<file path="config.mk">
export PLATFORM = sky130hd
export DESIGN_NAME = hazard_unit
export DESIGN_NICKNAME = d
export VERILOG_FILES = /design/src/rtl/hazard_pkg.sv /design/src/rtl/sat_counter.sv /design/src/rtl/hazard_unit.sv
export SDC_FILE = /design/constraint.sdc
export NUM_CORES = 1
export LEC_CHECK = 0
export ABC_AREA = 1
export BUFFER_PORTS_ARGS = -buffer_cell sky130_fd_sc_hd__buf_2
export CAP_MARGIN = 25
export CORE_UTILIZATION = 49
export CTS_CLUSTER_DIAMETER = 200
export DETAILED_ROUTE_END_ITERATION = 8
export PLACE_DENSITY_LB_ADDON = 0.15
export SLEW_MARGIN = 20
export SYNTH_ARGS = -nofsm -noshare
export SYNTH_HDL_FRONTEND = slang
export SYNTH_SLANG_ARGS = --single-unit
</file>
<file path="constraint.sdc">
create_clock -name clk -period 1.7 [get_ports clk]
set_input_delay 0 -clock clk [delete_from_list [all_inputs] [get_ports clk]]
set_output_delay 0 -clock clk [all_outputs]
set_load 0.05 [all_outputs]
</file>
<file path="src/rtl/hazard_pkg.sv">
// Shared pipeline definitions for the ID-stage hazard controller.
// State encoding, register-zero constant and pipeline NOP word.
package hazard_pkg;

    typedef enum logic {
        RUN        = 1'b0,
        LOAD_STALL = 1'b1
    } hz_state_e;

    localparam logic [4:0] REG_ZERO = 5'd0;

    // sll $0,$0,0 -- loaded into IF/ID on flush and ID/EX on bubble
    localparam logic [31:0] NOP = 32'h0000_0000;

    function automatic logic reg_match(
        input logic       uses,
        input logic [4:0] src,
        input logic [4:0] dst
    );
        return uses && (src == dst);
    endfunction

endpackage

</file>
<file path="src/rtl/sat_counter.sv">
// Saturating up-counter with enable; holds at all-ones.
// Shared by the pipeline performance counters.
module sat_counter #(
    parameter int W = 32
) (
    input  logic         clk,
    input  logic         arst_n,
    input  logic         en,
    output logic [W-1:0] count
);

    always_ff @(posedge clk or negedge arst_n) begin
        if (!arst_n) begin
            count <= '0;
        end else if (en && (count != '1)) begin
            count <= count + W'(1);
        end
    end

endmodule

</file>
<file path="src/rtl/hazard_unit.sv">
// ID-stage hazard controller: load-use stalls, branch flush,
// data-memory freeze and a stall-cycle statistics counter.
module hazard_unit
    import hazard_pkg::*;
#(
    parameter int LOAD_STALL_CYCLES = 1,
    parameter int CNT_W             = 32
) (
    input  logic             clk,
    input  logic             arst_n,
    input  logic [4:0]       id_reg_rs,
    input  logic [4:0]       id_reg_rt,
    input  logic             id_uses_rs,
    input  logic             id_uses_rt,
    input  logic             exe_mem_read,
    input  logic [4:0]       exe_reg_rd,
    input  logic             exe_branch_taken,
    input  logic             mem_busy,
    output logic             pc_write,
    output logic             if_id_write,
    output logic             if_id_flush,
    output logic             id_exe_bubble,
    output logic             pipe_freeze,
    output logic [CNT_W-1:0] stall_cnt
);

    localparam logic [2:0] INIT_WAIT = 3'(LOAD_STALL_CYCLES - 1);

    hz_state_e  state;
    hz_state_e  state_nx;
    logic [2:0] wait_cnt;
    logic [2:0] wait_nx;
    logic       luh;

    assign luh = exe_mem_read
               && (exe_reg_rd != REG_ZERO)
               && (reg_match(id_uses_rs, id_reg_rs, exe_reg_rd)
                || reg_match(id_uses_rt, id_reg_rt, exe_reg_rd));

    always_comb begin
        pc_write      = 1'b1;
        if_id_write   = 1'b1;
        if_id_flush   = 1'b0;
        id_exe_bubble = 1'b0;
        pipe_freeze   = 1'b0;
        state_nx      = state;
        wait_nx       = wait_cnt;
        if (!arst_n) begin
            pc_write      = 1'b0;
            if_id_write   = 1'b0;
            if_id_flush   = 1'b1;
            id_exe_bubble = 1'b1;
        end else if (mem_busy) begin
            // everything deferred until memory answers
            pipe_freeze = 1'b1;
            pc_write    = 1'b0;
            if_id_write = 1'b0;
        end else if (exe_branch_taken) begin
            if_id_flush   = 1'b1;
            id_exe_bubble = 1'b1;
            state_nx      = RUN;
            wait_nx       = 3'd0;
        end else if (state == LOAD_STALL) begin
            pc_write      = 1'b0;
            if_id_write   = 1'b0;
            id_exe_bubble = 1'b1;
            wait_nx       = wait_cnt - 3'd1;
            if (wait_cnt <= 3'd1) begin
                state_nx = RUN;
            end
        end else if (luh) begin
            pc_write      = 1'b0;
            if_id_write   = 1'b0;
            id_exe_bubble = 1'b1;
            if (LOAD_STALL_CYCLES > 1) begin
                state_nx = LOAD_STALL;
                wait_nx  = INIT_WAIT;
            end
        end
    end

    always_ff @(posedge clk or negedge arst_n) begin
        if (!arst_n) begin
            state    <= RUN;
            wait_cnt <= 3'd0;
        end else begin
            state    <= state_nx;
            wait_cnt <= wait_nx;
        end
    end

    sat_counter #(.W(CNT_W)) u_stall_cnt (
        .clk    (clk),
        .arst_n (arst_n),
        .en     (~pc_write),
        .count  (stall_cnt)
    );

endmodule

</file>
==> impl_metrics.json <==
{
  "grt_pass1_vias": 2395,
  "clock_latency_ps": 290,
  "crit_family": "simple AND/OR/NAND/NOR gates",
  "min-delay-start": "mem_busy",
  "cts_buffer_depth": 2,
  "wl_met1_um": 3400,
  "synth-xor-area-share_pct": 9.44,
  "p_leak_nw": 2.07,
  "finalHoldViolCount": 0,
  "slowest_delay_ps": 440,
  "rows": 26,
  "synth_edf_count": 0,
  "drcViolationCount": 0,
  "ys_seq_area_share_pct": 34.7,
  "regArea_um2": 925,
  "synthAdderAreaFrac_pct": 1.44,
  "place_inst": 546,
  "syn_area_um2": 2600,
  "skew_ps": 7.49,
  "grtUsageTotal_pct": 26.2,
  "die_x_um": 74.8,
  "core_area_um2": 5110,
  "fin_nets": 521,
  "finalNonFillerCells": 567,
  "critPathSlowestCell": "dfrtp_2",
  "arrival_ps": 1950,
  "yosys.area_share.simple_pct": 43.6,
  "fillers": 451,
  "htreeDepth": 2,
  "crit_fanout": 10,
  "maxCapViolations": 0,
  "synth.most_common_cell": "nand2_1",
  "cts.clk_slew.worst_paths_ps": 80,
  "drive_gt1_share_pct": 33.6,
  "dp_slack_ps": -30.8,
  "start_util_pct": 50.9,
  "synth_cell_types": 24,
  "power.density_nw_per_um2": 735,
  "yosysWarnings": 0,
  "vias_per_cell": 5.00,
  "violations": "negative setup slack",
  "whs_ps": 55.2,
  "top_layer_used": "met4",
  "crit_start": "u_stall_cnt.count[13]",
  "io_pins": 59,
  "syn_to_final_growth_pct": 39.0,
  "slew_viol_final": 0,
  "cp.required_ps": 1880,
  "antenna_cells": 0,
  "tns_ps": -1170,
  "hold_class": "in -> reg",
  "yosys_register_bits": 36,
  "syn-mean-instance-area_um2": 6.56,
  "path_class": "reg -> reg",
  "synth_nets": 421,
  "slew_headroom_pct": 76.6,
  "fin_crit_ps": 1770,
  "synthDominantAreaCellType": "dfrtp_1",
  "dr_wl_met2_um": 3500,
  "ant_nets": 0,
  "outcome": "finished, violations left",
  "fin_crit_sh_pct": 104,
  "postLayoutCoreUtil_pct": 70.7,
  "grt_max_degree": 40,
  "dpl.hpwl_um": 5380,
  "async_flop_share_pct": 100,
  "worst_pin_slew_ps": 351,
  "synth_top_family_by_area": "simple AND/OR/NAND/NOR gates",
  "fp.dieH_um": 74.8,
  "die-area_um2": 5600,
  "setup_slack_ps": -72.5,
  "cts_root_buf": "clkbuf_8",
  "start_kind": "flop",
  "cp_cell_sequence": "nand2_2 -> nor3_1 -> inv_1 -> nor3_4 -> nand4_4 -> buf_4 -> nand3_1 -> nand2_1",
  "ir_drop_mv": 0.882,
  "cts-buffers-inserted": 5,
  "worstSetupEndpointType": "flop",
  "synth_commonest_cells": "nand2_1, inv_1, nand3_1",
  "synth_compound_area_share_pct": 1.64,
  "synth.top_cell.area_share_pct": 34.7,
  "dr.first_iter.drc_count": 170,
  "synthMuxAreaShare_pct": 0,
  "rsz0062_at_grt": "true",
  "vias": 2834,
  "io_buffer_count": 58,
  "multiInputGateArea_um2": 1620,
  "path_buf_inv": 2,
  "drt_pass1_iterations": 4,
  "grt_pass1_wl_um": 11100,
  "setup_viol": 32,
  "dr_wl_met3_um": 405,
  "overflow": 0,
  "fmaxAchievable_ghz": 0.564,
  "cts_tree": "built",
  "grt_antenna_before_repair": 0,
  "cts.sinks": 36,
  "wire_per_inst_um": 13.0,
  "place.gp.congestion": 0.961,
  "synth_top_flop_cell": "dfrtp_1",
  "syn_inst": 396,
  "r2r_start": "u_stall_cnt.count[13]",
  "finalWirelength_um": 7390,
  "synth_area_leaders": "dfrtp_1, nand2_1, nand3_1"
}
## registers in the layout, summed over array words and instances, names as in the netlist
name               count
wait_cnt               3
u_stall_cnt.count     32
state                  1
## area by class of cell
class | count | area share (%)
multi-input cells | 304 | 44.9
flip-flops and latches | 36 | 25.6
repair buffers | 103 | 19.8
inverters | 46 | 4.78
well taps | 70 | 2.42
clock buffers | 6 | 2.29
clock inverters | 2 | 0.277
## cells by family (layout without fill, tap and decap cells)
group / after synthesis / in the layout
buffers and inverters: 56 / 157
flip-flops: 36 / 36
AND/OR/NAND/NOR: 265 / 265
AO/OA/AOI/OAI: 8 / 8
XOR/XNOR: 28 / 28
adder cells (fa/ha/maj): 3 / 3
## power breakdown
group / internal [mW] / switching (mW) / total, mW
Combinational: 0.372 / 0.612 / 0.985
Clock: 0.324 / 0.321 / 0.645
Sequential: 0.949 / 0.0791 / 1.03
Total: 1.64 / 1.01 / 2.66
## path summary, 6_finish.rpt
kind | to | slack (ps) | cells after the start
setup / recovery | u_stall_cnt.count[2] | -70 | 8
hold / removal | state | 60 | 3
setup reg to reg | u_stall_cnt.count[2] | -70 | 8
hold reg to reg | wait_cnt[1] | 500 | 2
max in group asynchronous | u_stall_cnt.count[9] | 1150 | 3
min in group asynchronous | u_stall_cnt.count[16] | 270 | 3
## repair_timing
action / CTS / global route
gates resized for setup: 0 / 45
pin swaps: 2 / 8
hold buffers: 2 / 0
hold endpoints to repair: 37 / 0
gates cloned: 0 / 3
endpoints found under the setup margin: 32 / 34
setup buffers: 3 / 5
## routing by layer
metal	GRT usage, %	vias to the layer above
met1	36.3	1299
met5	0	-
li1	-	1442
met2	41.9	85
met4	8.18	0
met3	4.28	8
## cell usage in the layout (no fill, tap or decap), types with 5 or more instances in the layout
cell type  instances
nor2_1            37
nand2_2           22
inv_1             45
nand2_4            5
dfrtp_2           19
dfrtp_1           17
buf_2             57
buf_6              5
xor2_1            22
nand3b_1           5
nand4_1            6
clkbuf_8           6
nand3_1           39
nor3_1            14
buf_4             34
nand2_1          126
o21ai_0            5
xnor2_1            6
## metrics by stage
step,cell area [um^2],power [mW]
final,3610,2.66
after global routing,3610,2.81
after CTS,3360,2.59
after detailed placement,3220,1.91
after global placement,3220,1.88
after floorplan,2650,1.61
## worst register-to-register path, delay by kind of cell (launching register included)
kind                   cells  cell delay, ps
AND/OR/NAND/NOR            6             870
flip-flops                 1             440
buffers and inverters      2             340
(Power assumes the default switching activity.)
